## src/rtl/read_mem.sv

```systemverilog
// read_mem: dumps the capture buffer to the host side, oldest sample first.
// It walks the buffer from the oldest location, issuing one synchronous read per word.
// Each word is offered on o_data/o_valid and is held until the downstream takes it.
// Optional feature: define READ_MEM_LAST_EN to add the o_last output, which marks
// the final word of a dump.
//
// Handshake (o_valid / o_ready):
//   o_valid rises only when o_data already holds the word being offered.
//   While o_valid=1 and o_ready=0, o_data and o_valid do not change.
//   A word is transferred on the rising clk edge where o_valid=1 and o_ready=1.
//   o_valid never falls without such a transfer, except on reset.

`ifndef DATA_WIDTH
`define DATA_WIDTH 8
`endif
`ifndef ADDR_WIDTH
`define ADDR_WIDTH 4
`endif

module read_mem #(
   parameter int DATA_WIDTH = `DATA_WIDTH,
   parameter int ADDR_WIDTH = `ADDR_WIDTH
) (
   input  logic                  clk,
   input  logic                  reset,
   input  logic                  start,
   input  logic [ADDR_WIDTH-1:0] waddr,
   input  logic                  primed,
   output logic [ADDR_WIDTH-1:0] raddr,
   input  logic [DATA_WIDTH-1:0] rdata,
   output logic [DATA_WIDTH-1:0] o_data,
   output logic                  o_valid,
   input  logic                  o_ready,
`ifdef READ_MEM_LAST_EN
   output logic                  o_last,
`endif
   output logic                  busy,
   output logic                  done
);

   localparam int MEMORY_SIZE = 2 ** ADDR_WIDTH;

   // Word counts need one extra bit so a full buffer (MEMORY_SIZE words) fits.
   localparam logic [ADDR_WIDTH:0] FULL_COUNT = (ADDR_WIDTH + 1)'(MEMORY_SIZE);
   localparam logic [ADDR_WIDTH:0] LAST_COUNT = (ADDR_WIDTH + 1)'(1);
   localparam logic [ADDR_WIDTH:0] ZERO_COUNT = '0;

   // ADDR: read address presented; WAIT: read data in flight;
   // SEND: word offered downstream; DONE: one-cycle completion pulse.
   typedef enum logic [2:0] {
      IDLE = 3'd0,
      ADDR = 3'd1,
      WAIT = 3'd2,
      SEND = 3'd3,
      DONE = 3'd4
   } state_t;

   state_t                state;
   state_t                next_state;

   logic [ADDR_WIDTH-1:0] rptr;
   logic [ADDR_WIDTH-1:0] rptr_inc;
   logic [ADDR_WIDTH:0]   remaining;

   logic [ADDR_WIDTH-1:0] start_ptr;
   logic [ADDR_WIDTH:0]   start_count;
   logic                  accept;

   // Once the buffer has wrapped, the oldest sample sits at the write pointer
   // and every location is valid. Before that, data runs from 0 up to waddr-1.
   assign start_ptr   = primed ? waddr : '0;
   assign start_count = primed ? FULL_COUNT : {1'b0, waddr};

   // The pointer wraps modulo MEMORY_SIZE through natural overflow.
   assign rptr_inc    = rptr + 1'b1;
   assign accept      = (state == SEND) && o_valid && o_ready;

   // State register.
   always_ff @(posedge clk or negedge reset) begin
      if (!reset) begin
         state <= IDLE;
      end else begin
         state <= next_state;
      end
   end

   // Next-state logic. start is only looked at in IDLE.
   always_comb begin
      next_state = state;
      case (state)
         IDLE: begin
            if (start) begin
               next_state = (start_count == ZERO_COUNT) ? DONE : ADDR;
            end
         end
         ADDR: next_state = WAIT;
         WAIT: next_state = SEND;
         SEND: begin
            if (accept) begin
               next_state = (remaining == LAST_COUNT) ? DONE : ADDR;
            end
         end
         DONE:    next_state = IDLE;
         default: next_state = IDLE;
      endcase
   end

   // Status outputs are decoded directly from the state.
   always_comb begin
      busy = 1'b0;
      done = 1'b0;
      busy = (state != IDLE);
      done = (state == DONE);
   end

   // Datapath: read pointer, word count, read address and output word register.
   always_ff @(posedge clk or negedge reset) begin
      if (!reset) begin
         rptr      <= '0;
         remaining <= '0;
         raddr     <= '0;
         o_data    <= '0;
         o_valid   <= 1'b0;
`ifdef READ_MEM_LAST_EN
         o_last    <= 1'b0;
`endif
      end else begin
         case (state)
            IDLE: begin
               // waddr and primed matter only on the edge that accepts start.
               if (start) begin
                  rptr      <= start_ptr;
                  raddr     <= start_ptr;
                  remaining <= start_count;
               end
            end
            WAIT: begin
               // The read issued in ADDR has returned; capture it and offer it.
               o_data  <= rdata;
               o_valid <= 1'b1;
`ifdef READ_MEM_LAST_EN
               o_last  <= (remaining == LAST_COUNT);
`endif
            end
            SEND: begin
               if (accept) begin
                  o_valid   <= 1'b0;
`ifdef READ_MEM_LAST_EN
                  o_last    <= 1'b0;
`endif
                  rptr      <= rptr_inc;
                  raddr     <= rptr_inc;
                  remaining <= remaining - 1'b1;
               end
            end
            default: begin
            end
         endcase
      end
   end

   // Properties of the output stream that must always hold.
   a_hold_while_stalled : assert property (
      @(posedge clk) disable iff (!reset)
         (o_valid && !o_ready) |=> (o_valid && $stable(o_data))
   );

   a_valid_only_in_send : assert property (
      @(posedge clk) disable iff (!reset)
         o_valid |-> (state == SEND)
   );

   a_done_single_cycle : assert property (
      @(posedge clk) disable iff (!reset)
         done |=> !done
   );

endmodule

```

## config.mk

```make
export PLATFORM = sky130hd
export DESIGN_NAME = read_mem
export DESIGN_NICKNAME = d
export VERILOG_FILES = /design/src/rtl/read_mem.sv
export SDC_FILE = /design/constraint.sdc
export NUM_CORES = 1
export LEC_CHECK = 0
export ABC_CLOCK_PERIOD_IN_PS = 2400
export BUFFER_PORTS_ARGS = -buffer_cell sky130_fd_sc_hd__buf_2
export CAP_MARGIN = 0
export CORE_MARGIN = 5
export CORE_UTILIZATION = 45
export CTS_CLUSTER_DIAMETER = 150
export DETAILED_ROUTE_END_ITERATION = 12
export GPL_ROUTABILITY_DRIVEN = 0
export GPL_TIMING_DRIVEN = 0
export PLACE_DENSITY = 0.7
export SYNTH_ARGS = -nofsm -noshare
export SYNTH_HDL_FRONTEND = slang
export SYNTH_SLANG_ARGS = --single-unit
```

## constraint.sdc

```tcl
create_clock -name clk -period 2.4 [get_ports clk]
set_clock_uncertainty 0.1 [all_clocks]
set_input_delay 0.12 -clock clk [delete_from_list [all_inputs] [get_ports clk]]
set_output_delay 0.12 -clock clk [all_outputs]
set_load 0.005 [all_outputs]
```

Yosys cells after proc, flatten, opt, wreduce, memory -nomap -nowiden
Cells that the tools add are included. W data, S select, Z words.

Bits in registers: 21. Latch bits: 0. Bits in writable memories: 0. Bits in read-only memories: 0. Output and inout port bits: 15. Word-level logic and storage cells: 39. Memories: 0.

Add/subtract/negate cells: 2. $mul: 0. Div/mod/pow operators: 0. $lt $le $gt $ge: 0. Equality and inequality tests: 7. Shift operators: 0. Multiplexer cells: 15. Bitwise logic cells: 0. Reductions and logical operators: 10.

Operators with widths (count): $mux W5 (3); $mux W3 (4); $mux W4 (3); $pmux W3 S4 (1); $pmux W5 S2 (1); $pmux W4 S2 (1); $eq A3 B2 Y1 const B (2); $eq A5 B1 Y1 const B (1); $logic_not A5 Y1 (1); $sub A5 B1 Y5 const B (1); $add A4 B1 Y4 const B (1); $ne A2 B2 Y1 const B (2); $reduce_and A2 Y1 (2); $reduce_bool A2 Y1 (2); $eq A3 B1 Y1 const B (1); $eq A3 B3 Y1 const B (1); $logic_not A3 Y1 (1); $reduce_and A3 Y1 (1); $reduce_bool A3 Y1 (1); $logic_and A1 B1 Y1 (2); $pmux W1 S2 (1); $mux W1 (1).

Depth between registers and ports, before layout
Depth in word-level cells: 5. Depth in mapped cells: 6. Gate-level depth less buffers: 6.

Least setup slack after synthesis
OpenSTA, ideal clock, no wires.

Path kind: reg2reg. From: register state[1]. To: register remaining[4]. Library setup time: 0.121 ns. Data arrival time: 1.394 ns. Required time: 2.179 ns. Path slack: 0.785 ns. Stages on the path, launching flop included: 6. Path buffers: 1. Period minus slack after synthesis: 1.615 ns. Cells stage by stage: dfrtp_1 > buf_6 > or3b_4 > a21oi_4 > o21ai_1 > a22o_1.

Longest elaborated chain between the ends: 5.

RTL lines: start: declaration (line 58) `state_t state;`; start signal: assignment (line 83) `state <= next_state;`; $eq A3 B2 Y1 (line 76, 128); $logic_and A1 B1 Y1 (2 in a row) (line 76) `assign accept = (state == SEND) && o_valid && o_ready;`; $ne A2 B2 Y1 (no source line); $reduce_and A3 Y1 (no source line); end signal: assignment (line 134) `remaining <= start_count;`; end signal: assignment (line 153) `remaining <= remaining - 1'b1;`; end: declaration (line 63) `logic [ADDR_WIDTH:0] remaining;`.

Parallel ways exist; a longest one is shown, timed or not. A chain may end at the register's enable or synchronous reset.

Worst setup path after layout
From: register state[0]. To: register o_data[5].

Longest elaborated chain between the ends: 1.

RTL lines: $eq A3 B2 Y1 (line 128) `case (state)`; end signal: assignment (line 139) `o_data <= rdata;`; end: declaration (line 31) `output logic [DATA_WIDTH-1:0] o_data,`.

Every way passes these cells.

==> impl_summary.log <==
INFO  metric outcome = finished, final reports clean
INFO  metric dr_wl_met2 = between 1 and 1.5 mm
INFO  metric cts-root-buf = sky130_fd_sc_hd__clkbuf_4
INFO  metric most_frequent_standard_cell_in_the_layout_excluding_fill_and_tap_cells = sky130_fd_sc_hd__buf_2
INFO  metric static-leakage-power = 0.0007207 uW
INFO  metric diodes = 0
INFO  metric post_synth_mux_area_share = between 7 and 8%
INFO  metric period_minus_slack = 1.778 ns
INFO  metric ir_drop = 351.4 uV
INFO  metric final-hold-violation-count = 0
INFO  metric antenna_violating_nets_post_route = 0
INFO  metric relative_max_transition_margin = a little under three fifths
INFO  metric hp-class = in2reg
INFO  metric timing.final.ws_setup = 0.6215 ns
INFO  metric flop_and_latch_count_out_of_synthesis = 21
INFO  metric path_class = reg2reg
INFO  metric tritoncts_clock_tree = done
INFO  metric synth_compound_gate_area_share = 19.80%
INFO  metric layout.cells.most_common_list = 33 x sky130_fd_sc_hd__buf_2, 21 x sky130_fd_sc_hd__dfrtp_1, 15 x sky130_fd_sc_hd__a21oi_1
INFO  metric gr_overflow_total = 0
INFO  metric final-seq-area = 525.5 um2
INFO  metric total_area_of_multi_input_combinational_cells = about 550 um2
INFO  metric critPathMaxFanout = 10
INFO  metric worst_ep_required_time = approximately 2.5 ns
INFO  metric synth.avg_cell_area = 10.15 um2
INFO  metric syn-num-nets = 132
INFO  metric drc = 0
INFO  metric port_buffers = 31
INFO  metric finalCritPeriodShare = about three quarters
INFO  metric drt-vias-per-instance = between 5 and 6
INFO  metric die_area = about 3600 um2
INFO  metric synthCells = approximately 110
INFO  metric post_synth_xor_area_fraction = 0%
INFO  metric number_of_global_route_vias_before_repair = approximately 1000
INFO  metric h_tree_level_count = 1
INFO  metric drv_cap = 0
INFO  metric final_nets = approximately 180
INFO  metric core_area = between 2000 and 2500 um2
INFO  metric yosys.area.top_type_share = a little under half
INFO  metric worst_setup_path_end_kind = flip-flop
INFO  metric drtPass1Iterations = 4
INFO  metric synth_top_cell_by_area = sky130_fd_sc_hd__dfrtp_1
INFO  metric synthAdderAreaFrac = about 3.3%
INFO  metric power.density = around 400 nW/um2
INFO  metric cpLargestDelayFamily = simple AND/OR/NAND/NOR gates
INFO  metric grt_setup_unrepaired = no
INFO  metric ffs_w_async_s_r_synth = 100.0%
INFO  metric start_util = between 40% and 50%
INFO  metric tritoncts_num_sinks = 21
INFO  metric clk-insertion-delay-late = 0.30 ns
INFO  metric yosys_most_used_dff = sky130_fd_sc_hd__dfrtp_1
INFO  metric cts_buffer_depth = 2
INFO  metric post-cts-setup-buffer-count = 0
INFO  metric layoutNonFillerInstCount = 186
INFO  metric final-setup-viol-count = 0
INFO  metric syn-cell-area = ~1100 um2
INFO  metric synth-edff-count = 0
INFO  metric wirelength_met1 = 1.154 mm
INFO  metric fin_tns_setup = 0 ns
INFO  metric synth_cell_type_count = 40
INFO  metric worst_stage_delay_on_the_critical_path = 0.60 ns
INFO  metric cp_cell_sequence = buf_2 -> nor3b_2 -> mux2_2
INFO  metric die_height = ~60 um
INFO  metric synth.yosys.seq_area_share = 46.20%
INFO  metric path_clk_slew = roughly 0.12 ns
INFO  metric synth-warning-count = 0
INFO  metric clock.fmax = 0.5623 GHz
INFO  metric pre_cts_ws = ~0.63 ns
INFO  metric synth-simple-area-share = between 15 and 20%
INFO  metric routed.top_layer = met4
INFO  metric top_level_ports = 32
INFO  metric grt_start_max_net_pins = 22
INFO  metric synthTopCellsByArea = sky130_fd_sc_hd__dfrtp_1 46%, sky130_fd_sc_hd__mux2_2 7.9%, sky130_fd_sc_hd__a21oi_1 6.6%
INFO  metric cts_made_buffers = 3
INFO  metric critPathSlowestCell = sky130_fd_sc_hd__nor3b_2
INFO  metric final.fill_count = approximately 220
INFO  metric number_of_vias_after_detailed_routing = roughly 1000
INFO  metric violation_count_after_the_first_detailed_route_iteration = 34
INFO  metric grt.total_usage = around 18%
INFO  metric cp.arrival = around 1.9 ns
INFO  metric floorplan.rows = 18
INFO  metric grt_pass1_wl = around 4.8 mm
INFO  metric startpoint_type_of_the_worst_setup_path = flip-flop
INFO  metric drt-total-wl = 2.745 mm
INFO  metric finalMaxSlewViolations = 0
INFO  metric count_of_buffering_cells_on_the_critical_path_with_inverters_included = 1
INFO  metric dr_wl_met3 = approximately 90 um
INFO  metric wire_per_inst = around 15 um
INFO  metric drive_gt1_share = around a third
INFO  metric main_combinational_cell_family_by_area_after_synthesis = compound AO/OA/AOI/OAI gates
INFO  metric max_slew.worst_pin.slew = between 0.6 and 0.7 ns
INFO  metric grt_antenna_before_repair = 0
INFO  metric areaGrowthSynthToFinish = 27.28%
INFO  metric total_half_perimeter_wirelength_after_legalization_and_detailed_placement = ~1.9 mm
INFO  metric die_width = around 60 um
INFO  metric placed_cells_incl_taps = approximately 170
==> registers in the layout, summed over array words and instances (netlist names) <==
register / cells
remaining: 5
o_data: 8
state: 3
rptr: 4
o_valid: 1
==> cells by family (layout without fill, tap and decap cells) <==
logic type | count (synthesis) | after routing
AOI/OAI and AO/OA | 34 | 34
adders and majority gates | 3 | 3
DFF | 21 | 21
buffers and inverters | 11 | 55
muxes | 8 | 8
and+or+nand+nor | 35 | 35
==> stage by stage <==
step	power, uW	hold slack (ns)	util, %	instance area (um2)
2_1_floorplan	382.8	-0.2756	-	1137
3_3_place_gp	409.2	-0.0001841	54.18	1330
3_5_place_dp	411.2	0.004167	54.18	1330
4_1_cts	596.2	0.003183	58.97	1448
5_1_grt	614.8	0.03617	58.97	1448
6_report	584.3	0.01925	58.97	1448
==> Yosys cell counts, types with 3 or more instances <==
cell type	instances
sky130_fd_sc_hd__nand3_1	4
sky130_fd_sc_hd__nand2b_1	3
sky130_fd_sc_hd__nor3_1	3
sky130_fd_sc_hd__dfrtp_1	21
sky130_fd_sc_hd__a21oi_1	15
sky130_fd_sc_hd__nand2_1	7
sky130_fd_sc_hd__a31oi_1	3
sky130_fd_sc_hd__inv_1	5
sky130_fd_sc_hd__nor2_1	6
sky130_fd_sc_hd__ha_1	3
sky130_fd_sc_hd__mux2_2	8
==> path summary, 6_finish.rpt <==
kind	to	cells past startpoint	from	slack (ns)
setup / recovery	o_data[5]	3	state[0]	0.62
hold reg to reg	o_data[1]	1	o_data[1]	0.41
min in group asynchronous	remaining[3]	2	reset	0.21
max in group asynchronous	state[1]	2	reset	1.67
hold / removal	o_valid	3	o_ready	0.02
setup reg to reg	o_data[5]	3	state[0]	0.62
==> power by group <==
| group | switching [uW] | leakage, uW | internal (uW) |
|---|---|---|---|
| clock network | 106 | 0.0000177 | 62.1 |
| registers | 3.62 | 0.000275 | 357 |
| logic | 26.3 | 0.000428 | 29.1 |
==> per-layer routing <==
metal	up-vias	global-route usage, %
met4	0	9.810
met5	-	0
met3	9	2.160
met2	16	30.25
li1	495	-
met1	481	21.42
==> repair_timing <==
action,in CTS,in global routing
hold endpoints to repair,29,0
resized for setup,0,0
hold buffers,9,0
==> cell type report <==
| cell class | count | share of cell area [%] |
|---|---|---|
| buffer | 6 | 2.852 |
| clock buffer | 3 | 1.556 |
| clock inverter | 1 | 0.3457 |
| inverter | 5 | 1.296 |
| multi-input combinational | 80 | 38.12 |
| sequential | 21 | 36.30 |
| tap | 30 | 2.593 |
| timing repair buffer | 40 | 16.94 |
==> tightest hold or removal path, delay by kind of cell <==
kind / cells / cell delay, ns
buf+inv: 1 / 0.12
compound gates: 1 / 0.10
simple gates: 1 / 0.05
No activity file was read; power rests on OpenSTA's default activity.
